[config.mk]
export PLATFORM = sky130hd
export DESIGN_NAME = ifetch_prefetch_flat
export DESIGN_NICKNAME = d
export VERILOG_FILES = /design/src/rtl/ifetch_prefetch_if.sv /design/src/rtl/ifetch_prefetch.sv /design/src/flat_wrapper.sv
export SDC_FILE = /design/constraint.sdc
export NUM_CORES = 1
export LEC_CHECK = 0
export ABC_AREA = 1
export BUFFER_PORTS_ARGS = -buffer_cell sky130_fd_sc_hd__buf_2
export CORE_ASPECT_RATIO = 0.8
export CORE_MARGIN = 3
export CORE_UTILIZATION = 62
export CTS_BUF_LIST = sky130_fd_sc_hd__clkbuf_8
export DETAILED_ROUTE_END_ITERATION = 12
export PLACE_DENSITY = 0.87
export SYNTH_ARGS = -nofsm -noshare
export SYNTH_HDL_FRONTEND = slang
export SYNTH_SLANG_ARGS = --single-unit
[constraint.sdc]
create_clock -name clk -period 6.8 [get_ports clk]
set_input_delay 0.34 -clock clk [delete_from_list [all_inputs] [get_ports clk]]
set_output_delay 0.34 -clock clk [all_outputs]
set_load 0.05 [all_outputs]
[src/rtl/ifetch_prefetch_if.sv]
// Fetch front-end bundle: imem request/response channel, execute redirect and decode handoff.
// master = fetch unit, slave = surrounding core/memory environment.
interface ifetch_prefetch_if;
  logic        fetch_en;
  logic        redirect_valid;
  logic [31:0] redirect_pc;
  logic        imem_req_valid;
  logic        imem_req_ready;
  logic [31:0] imem_req_addr;
  logic        imem_rsp_valid;
  logic [31:0] imem_rsp_data;
  logic        if_valid;
  logic        if_ready;
  logic [31:0] if_instr;
  logic [31:0] if_pc;

  modport master (
    input  fetch_en, redirect_valid, redirect_pc,
    input  imem_req_ready, imem_rsp_valid, imem_rsp_data,
    input  if_ready,
    output imem_req_valid, imem_req_addr,
    output if_valid, if_instr, if_pc
  );

  modport slave (
    output fetch_en, redirect_valid, redirect_pc,
    output imem_req_ready, imem_rsp_valid, imem_rsp_data,
    output if_ready,
    input  imem_req_valid, imem_req_addr,
    input  if_valid, if_instr, if_pc
  );
endinterface

[src/rtl/ifetch_prefetch.sv]
// RV32 fetch front end: PC, credit-limited imem requests, prefetch FIFO, redirect flush.
// Response -> if_* in one cycle when empty; requests stall on decode backpressure via FIFO credit.
module ifetch_prefetch #(
  parameter int unsigned DEPTH     = 4,
  parameter int unsigned MAX_OUTST = 4,
  parameter logic [31:0] RESET_PC  = 32'h0
) (
  input logic               clk,
  input logic               reset,
  ifetch_prefetch_if.master bus
);
  localparam int unsigned PW = $clog2(DEPTH);
  localparam int unsigned CW = PW + 1;
  localparam logic [CW-1:0] DEPTH_C = CW'(DEPTH);
  localparam logic [CW-1:0] MAX_C   = CW'(MAX_OUTST);

  typedef enum logic [1:0] {IDLE, FETCH, FLUSH} state_t;

  state_t        state;
  state_t        state_next;

  logic [31:0]   fetch_pc;
  logic [CW-1:0] count;
  logic [CW-1:0] outst;
  logic [CW-1:0] outst_next;
  logic [CW-1:0] drop;
  logic [CW-1:0] drop_next;
  logic [CW:0]   credit_used;

  logic [31:0]   fifo_pc    [DEPTH];
  logic [31:0]   fifo_instr [DEPTH];
  logic [PW-1:0] rd_ptr;
  logic [PW-1:0] wr_ptr;

  logic [31:0]   pcq [DEPTH];
  logic [PW-1:0] pcq_rd;
  logic [PW-1:0] pcq_wr;

  logic          req_fire;
  logic          rsp;
  logic          push;
  logic          pop;

  // Every outstanding request already owns a FIFO slot, so responses never need stalling.
  assign credit_used = {1'b0, count} + {1'b0, outst};
  assign req_fire    = bus.imem_req_valid & bus.imem_req_ready;
  assign rsp         = bus.imem_rsp_valid;
  assign push        = rsp & (drop == '0) & ~bus.redirect_valid;
  assign pop         = bus.if_valid & bus.if_ready & ~bus.redirect_valid;

  assign bus.imem_req_addr = fetch_pc;
  assign bus.if_valid      = (count != '0);
  assign bus.if_instr      = fifo_instr[rd_ptr];
  assign bus.if_pc         = fifo_pc[rd_ptr];

  always_comb begin
    outst_next = outst;
    if (req_fire && !rsp)
      outst_next = outst + 1'b1;
    else if (!req_fire && rsp)
      outst_next = outst - 1'b1;
  end

  // A redirect cycle never issues, so outst_next is exactly what is still in flight.
  always_comb begin
    drop_next = drop;
    if (bus.redirect_valid)
      drop_next = outst_next;
    else if (rsp && drop != '0)
      drop_next = drop - 1'b1;
  end

  always_ff @(posedge clk) begin
    if (reset)
      state <= IDLE;
    else
      state <= state_next;
  end

  always_comb begin
    state_next = state;
    case (state)
      IDLE:    state_next = FETCH;
      FETCH:   if (bus.redirect_valid && drop_next != '0) state_next = FLUSH;
      FLUSH:   if (drop_next == '0) state_next = FETCH;
      default: state_next = IDLE;
    endcase
  end

  always_comb begin
    bus.imem_req_valid = 1'b0;
    if (!reset && state != IDLE && bus.fetch_en && !bus.redirect_valid &&
        outst < MAX_C && credit_used < {1'b0, DEPTH_C})
      bus.imem_req_valid = 1'b1;
  end

  always_ff @(posedge clk) begin
    if (reset) begin
      fetch_pc <= RESET_PC;
      outst    <= '0;
      drop     <= '0;
    end else begin
      outst <= outst_next;
      drop  <= drop_next;
      if (bus.redirect_valid)
        fetch_pc <= bus.redirect_pc & 32'hFFFF_FFFC;
      else if (req_fire)
        fetch_pc <= fetch_pc + 32'd4;
    end
  end

  // The PC queue is never flushed: stale entries retire with their dropped responses.
  always_ff @(posedge clk) begin
    if (reset) begin
      pcq_rd <= '0;
      pcq_wr <= '0;
      for (int i = 0; i < DEPTH; i++)
        pcq[i] <= '0;
    end else begin
      if (req_fire) begin
        pcq[pcq_wr] <= fetch_pc;
        pcq_wr      <= pcq_wr + 1'b1;
      end
      if (rsp)
        pcq_rd <= pcq_rd + 1'b1;
    end
  end

  always_ff @(posedge clk) begin
    if (reset) begin
      rd_ptr <= '0;
      wr_ptr <= '0;
      count  <= '0;
      for (int i = 0; i < DEPTH; i++) begin
        fifo_pc[i]    <= '0;
        fifo_instr[i] <= '0;
      end
    end else if (bus.redirect_valid) begin
      rd_ptr <= '0;
      wr_ptr <= '0;
      count  <= '0;
    end else begin
      if (push) begin
        fifo_pc[wr_ptr]    <= pcq[pcq_rd];
        fifo_instr[wr_ptr] <= bus.imem_rsp_data;
        wr_ptr             <= wr_ptr + 1'b1;
      end
      if (pop)
        rd_ptr <= rd_ptr + 1'b1;
      count <= count + CW'(push) - CW'(pop);
    end
  end

  a_count_max:  assert property (@(posedge clk) disable iff (reset) count <= DEPTH_C);
  a_outst_max:  assert property (@(posedge clk) disable iff (reset) outst <= MAX_C);
  a_drop_outst: assert property (@(posedge clk) disable iff (reset) drop <= outst);
  a_credit:     assert property (@(posedge clk) disable iff (reset) credit_used <= {1'b0, DEPTH_C});
endmodule

[src/flat_wrapper.sv]
// flat-port wrapper written by rule: the top's interface ports become plain ports
module ifetch_prefetch_flat 
#(
  parameter int unsigned DEPTH     = 4,
  parameter int unsigned MAX_OUTST = 4,
  parameter logic [31:0] RESET_PC  = 32'h0
)
  (clk, reset, bus_fetch_en, bus_redirect_valid, bus_redirect_pc, bus_imem_req_ready, bus_imem_rsp_valid, bus_imem_rsp_data, bus_if_ready, bus_imem_req_valid, bus_imem_req_addr, bus_if_valid, bus_if_instr, bus_if_pc);
  ifetch_prefetch_if bus_i ();
  input logic clk;
  input logic reset;
  input wire logic [$bits(bus_i.fetch_en)-1:0] bus_fetch_en;
  input wire logic [$bits(bus_i.redirect_valid)-1:0] bus_redirect_valid;
  input wire logic [$bits(bus_i.redirect_pc)-1:0] bus_redirect_pc;
  input wire logic [$bits(bus_i.imem_req_ready)-1:0] bus_imem_req_ready;
  input wire logic [$bits(bus_i.imem_rsp_valid)-1:0] bus_imem_rsp_valid;
  input wire logic [$bits(bus_i.imem_rsp_data)-1:0] bus_imem_rsp_data;
  input wire logic [$bits(bus_i.if_ready)-1:0] bus_if_ready;
  output wire logic [$bits(bus_i.imem_req_valid)-1:0] bus_imem_req_valid;
  output wire logic [$bits(bus_i.imem_req_addr)-1:0] bus_imem_req_addr;
  output wire logic [$bits(bus_i.if_valid)-1:0] bus_if_valid;
  output wire logic [$bits(bus_i.if_instr)-1:0] bus_if_instr;
  output wire logic [$bits(bus_i.if_pc)-1:0] bus_if_pc;
  assign bus_i.fetch_en = bus_fetch_en;
  assign bus_i.redirect_valid = bus_redirect_valid;
  assign bus_i.redirect_pc = bus_redirect_pc;
  assign bus_i.imem_req_ready = bus_imem_req_ready;
  assign bus_i.imem_rsp_valid = bus_imem_rsp_valid;
  assign bus_i.imem_rsp_data = bus_imem_rsp_data;
  assign bus_i.if_ready = bus_if_ready;
  assign bus_imem_req_valid = bus_i.imem_req_valid;
  assign bus_imem_req_addr = bus_i.imem_req_addr;
  assign bus_if_valid = bus_i.if_valid;
  assign bus_if_instr = bus_i.if_instr;
  assign bus_if_pc = bus_i.if_pc;
  ifetch_prefetch #(.DEPTH(DEPTH), .MAX_OUTST(MAX_OUTST), .RESET_PC(RESET_PC)) u_core (.clk(clk), .reset(reset), .bus(bus_i));
endmodule
# Word-level counts from Yosys, hierarchy flattened

Memories as Yosys holds them, arrays and structs flattened. A register that Yosys moved wholly into a read port is not among the register bits.
Cells that the tools add are included.

Bits of input ports: 71
Word-level logic and storage cells: 96
Bits in latches: 0
Output and inout port bits: 98
Bits in writable memories: 384
Register bits: 51
ROM bits: 0
Memories kept: 3

Memories:

| memory            | depth | width | rd ports | clocked after memory_dff | wr ports | RTL line              | text |
|---|---|---|---|---|---|---|---|
| u_core.fifo_instr | 4     | 32    | 1        | 1                        | 4        | ifetch_prefetch.sv:31 | `logic [31:0] fifo_instr [DEPTH];` |
| u_core.fifo_pc    | 4     | 32    | 1        | 1                        | 4        | ifetch_prefetch.sv:30 | `logic [31:0] fifo_pc [DEPTH];` |
| u_core.pcq        | 4     | 32    | 1        | 1                        | 4        | ifetch_prefetch.sv:35 | `logic [31:0] pcq [DEPTH];` |

Eq/ne operators: 4
$lt $le $gt $ge: 2
Multiply operators: 0
Bitwise logic cells: 6
Mux-type cells: 34
Reduce and logical (&&, ||, !) cells: 26
Div/mod/pow operators: 0
Add/subtract/negate cells: 11
Shift operators: 0

Operators with widths:

| cell                                               | number |
|---|---|
| 2-to-1 mux 32 bit                                  | 5 |
| OR reduction 32 bit                                | 3 |
| adder 32 x 3 -> 32 bit, second input constant      | 1 |
| 2-to-1 mux 2 bit                                   | 11 |
| 2-to-1 mux 1 bit                                   | 13 |
| 2-to-1 mux 3 bit                                   | 4 |
| logical AND 1 bit                                  | 9 |
| nonzero test 3 bit                                 | 3 |
| adder 2 x 1 -> 2 bit, second input constant        | 4 |
| logical NOT 3 bit                                  | 2 |
| case mux 2 bit (3 select lines)                    | 1 |
| subtractor 3 x 1 -> 3 bit, second input constant   | 2 |
| AND 1 bit                                          | 5 |
| adder 3 x 3 -> 4 bit                               | 1 |
| logical NOT 1 bit                                  | 4 |
| < comparator 4 x 3 -> 1 bit, second input constant | 1 |
| != test 2 x 1 -> 1 bit, second input constant      | 2 |
| nonzero test 2 bit                                 | 2 |
| adder 3 x 1 -> 3 bit                               | 1 |
| adder 3 x 1 -> 3 bit, second input constant        | 1 |
| < comparator 3 bit, second input constant          | 1 |
| subtractor 3 x 1 -> 3 bit                          | 1 |
| == test 2 x 1 -> 1 bit, second input constant      | 1 |
| == test 2 bit, second input constant               | 1 |
| 4 further kinds                                    | 4 |

# Longest topological paths before layout

Depth in word-level cells: 17
Gate-level depth with buffers: 16
Mapped depth without buffers: 16

# Worst setup path after synthesis

No wires, ideal clock.

Path type: reg-to-reg
Start: register u_core.drop[0]
End: memory u_core.fifo_instr[3][0], enable pin
Period minus slack after synthesis: 6.075 ns
Cell stages (with the launch flop): 11
Library setup time: 0.567 ns
Setup slack: 0.725 ns
Data required time: 6.233 ns
Arrival time: 5.507 ns
Path buffers: 0
Cells stage by stage: dfxtp_1 inv_1 ha_1 inv_1 nor2_1 nand2_1 nor2_1 inv_1 nor2_1 inv_1 o21ai_0

RTL lines:

| element                | RTL line               | text |
|---|---|---|
| start, declared        | ifetch_prefetch.sv:26  | `logic [CW-1:0] drop;` |
| start signal, assigned | ifetch_prefetch.sv:104 | `drop <= drop_next;` |
| end, declared          | ifetch_prefetch.sv:31  |  |

==> results.md <==
- Fill count: a little over 2000
- Initial antenna violation count: 0
- Starting Density: between 60 and 70%
- Pre-antenna DRT Iters: 6
- Synthesized area: between 0.015 and 0.02 mm²
- Multi-input gate area: 0.00548 mm²
- Seq cells post-synth: 421
- Worst Max-Slew Pin Slew: approximately 1.2 ns
- Post-route ant nets: 0
- Vias per inst: between 5 and 6
- Clk slew on worst S/H paths: 0.06 ns
- H-tree Lvls: 3
- Skew-Pair Late Insertion Delay: 0.58 ns
- Mean post-synth cell area: 10.1 µm²
- Gr ovfl total: 0
- Final Net Count: a little over 2000
- Fin cells: 2408
- DRT Wirelength: between 40000 and 50000 µm
- Synth Area in Adders: 0.714%
- Synth Area in XOR/XNOR: less than 1%
- Via count: ~14000
- Core area: 0.0294 mm²
- Fin. Hold Viols: 0
- Clock sinks: about 420
- CTS tree: done
- CP Launch Type: register
- Antenna diodes: 0
- # hold bufs at CTS: 3
- Final period utilization: between 50% and 60%
- Status: finished, final reports clean
- Largest net degree at the start of global routing: between 100 and 150
- Largest family of logic cells by synthesized area: simple AND/OR/NAND/NOR gates
- Final HPWL DP: 26100 µm
- Std-Cell Rows: 56
- Critical path class: register to register
- Die Y: 161 µm
- Worst-path fanout max: 45
- Setup-failing EPs final: 0
- Post-Syn Instances: around 1800
- P_leak: between 8 and 9 nW
- Ports: 169
- Resized cells post-CTS: 0
- Unique cell type count in the Yosys netlist: 40
- Min-delay worst type: input pin to register
- DR iter-0 viols: 1850
- Maximum VDD drop: 202 µV
- # placed instances: around 2300
- Worst Path Required: between 7 and 8 ns
- Final Wtd Congestion: 0.865
- Layout area overhead: 12.3%
- Sequential cell area: around 0.012 mm²
- Max-cap viol count: 0
- Post CTS Setup Buffer Count: 0
- Vias in the first global route: around 14000
- Residual DRC: 0
- DIE AREA: 0.0321 mm²
- Fin Hold WS: 0.0368 ns
- GRT Resource Usage Total: around 28%
- CP Data Arrival Time: 3.89 ns
- Fin. max-slew vios: 0
- TNS Setup: 0 ns
- Util after Layout: 70.9%
- Setup crit end kind: register
- Slew HR: 18.3%
- Worst Skew: approximately 0.028 ns
- Pwr/cell area: between 200 and 300 mW/mm²
- Mux contribution to synthesized area: 0%
- Ys Warns: 0
- Compound-Gate Fraction of Synth Area: around a tenth
- CTS Buf Count: just under 70
- Port bufs: around 160
- Clk root buf: clkbuf_8
- Post-layout min period: around 3.7 ns
- Wirelength per Cell: between 15 and 20 µm
- Post-Synth Simple-Gate Area: around 17%
- Die Width: roughly 200 µm
- First-pass GRT wire length: around 71000 µm
- Clock buffer depth: 3
- Sequential share of the synthesized area: about two thirds
- FMAX: ~270 MHz
- Fraction of layout cells with a size suffix above 1: between 10 and 15%
- RSZ-0062 raised after global routing: no
[cells by family (layout without fill, tap and decap cells)]
family / after synthesis / after routing
AOI/OAI and AO/OA: 325 / 325
xor gates and xnor gates: 20 / 20
adders and majority gates: 10 / 10
buffers and inverters: 274 / 456
DFF: 421 / 421
other: 1 / 4
and+or+nand+nor: 795 / 795
[worst paths after layout]
kind | startpoint | to | slack (ns) | depth (start not counted)
worst max register to register | u_core.outst[2]$_SDFF_PP0_ | u_core.pcq[0][10]$_SDFFCE_PN0P_ | 3.14 | 10
worst min register to register | u_core.rd_ptr[1]$_SDFFE_PP0P_ | register | 0.45 | 2
worst max-delay path | u_core.outst[2]$_SDFF_PP0_ | u_core.pcq[0][10]$_SDFFCE_PN0P_ | 3.14 | 10
worst min-delay path | bus_redirect_pc[26] | u_core.bus.imem_req_addr[26]$_SDFFE_PP0P_ | 0.04 | 3
[worst max-delay path: stages (launching register included)]
cell and delay, ns:
dfxtp_1 0.43, ha_1 0.27, nor2_1 0.14, nand2_1 0.06, nor2_1 0.21, nand3_4 0.45
inv_2 0.56, nand3_1 0.13, buf_4 0.28, nand2_1 0.35, buf_4 0.40
[cell type report]
| class | count | share of cell area (%) |
|---|---|---|
| well taps | 377 | 2.26 |
| inverters | 155 | 2.80 |
| multi-input cells | 1154 | 26.3 |
| clock inverters | 36 | 0.702 |
| repair buffers | 191 | 4.97 |
| clock buffers | 74 | 4.88 |
| flip-flops and latches | 421 | 58.1 |
[cell usage in the layout (no fill, tap or decap), types with 3 or more instances in the layout]
master	n
a32o_1	30
nand2_2	5
dfxtp_1	50
o21ai_4	3
nor2_1	454
nand3_1	28
nand2_1	229
inv_1	167
dlygate4sd3_1	3
inv_2	6
nor3_1	57
o22ai_1	62
a31oi_1	15
xor2_1	18
ha_1	9
a21oi_1	53
o21ai_0	146
clkinv_2	7
conb_1	4
clkinv_1	10
edfxtp_1	368
o21ai_2	3
nor2_4	3
buf_4	26
nand4_1	7
buf_2	162
o21ai_1	3
nor4_1	3
clkbuf_8	74
[flip-flops by register name (all words and copies together) (netlist names), named ones only]
register and count:
u_core.pcq_rd 2, u_core.drop 3, u_core.fifo_instr 128, u_core.state 2, u_core.pcq 120, u_core.outst 3, u_core.rd_ptr 2, u_core.pcq_wr 2
u_core.fifo_pc 120, u_core.count 3, u_core.bus.imem_req_addr 30, u_core.wr_ptr 2
[metrics by stage]
step / worst slack, ns / total power [mW] / cell area (µm²)
after floorplan: 0.725 / 3.46 / 18600
after global placement: 3.23 / 3.61 / 19700
after detailed placement: 3.20 / 3.64 / 19700
after CTS: 3.18 / 5.54 / 20900
after global routing: 2.87 / 5.71 / 20900
final: 3.14 / 5.52 / 20900
[synthesized netlist by cell type, drive strengths merged]
| master | count | area share, % |
|---|---|---|
| a21oi | 53 | 1.4 |
| a221oi | 2 | 0.094 |
| a31oi | 15 | 0.51 |
| a32o | 30 | 1.6 |
| a32oi | 1 | 0.047 |
| and3 | 1 | 0.034 |
| buf | 15 | 0.48 |
| clkbuf | 104 | 2.1 |
| clkinv | 3 | 0.061 |
| conb | 1 | 0.020 |
| dfxtp | 53 | 5.7 |
| edfxtp | 368 | 59 |
| fa | 1 | 0.11 |
| ha | 9 | 0.61 |
| inv | 152 | 3.1 |
| nand2 | 235 | 4.8 |
| nand3 | 29 | 0.85 |
| nand4 | 7 | 0.24 |
| nor2 | 459 | 9.4 |
| nor3 | 59 | 1.6 |
| nor4 | 3 | 0.10 |
| o211ai | 2 | 0.081 |
| o21ai | 155 | 4.2 |
| o221ai | 2 | 0.094 |
| o22ai | 62 | 2.1 |
| o31ai | 3 | 0.12 |
| or2 | 2 | 0.067 |
| xnor2 | 2 | 0.094 |
| xor2 | 18 | 0.85 |
[where the power goes]
part           switching [mW]  internal, mW
combinational           0.465         0.144
clock                   0.941         0.990
sequential             0.0509          2.93
[routing by layer]
| layer | vias up | share of wire, % | global-route usage, % |
|---|---|---|---|
| met5 | - | 0 | 0 |
| met4 | 0 | 3.3 | 11.9 |
| met3 | 118 | 9.3 | 4.61 |
| met2 | 845 | 50 | 46.2 |
| met1 | 6743 | 38 | 37.8 |
| li1 | 6588 | - | - |
No activity file was read; power rests on OpenSTA's default activity.
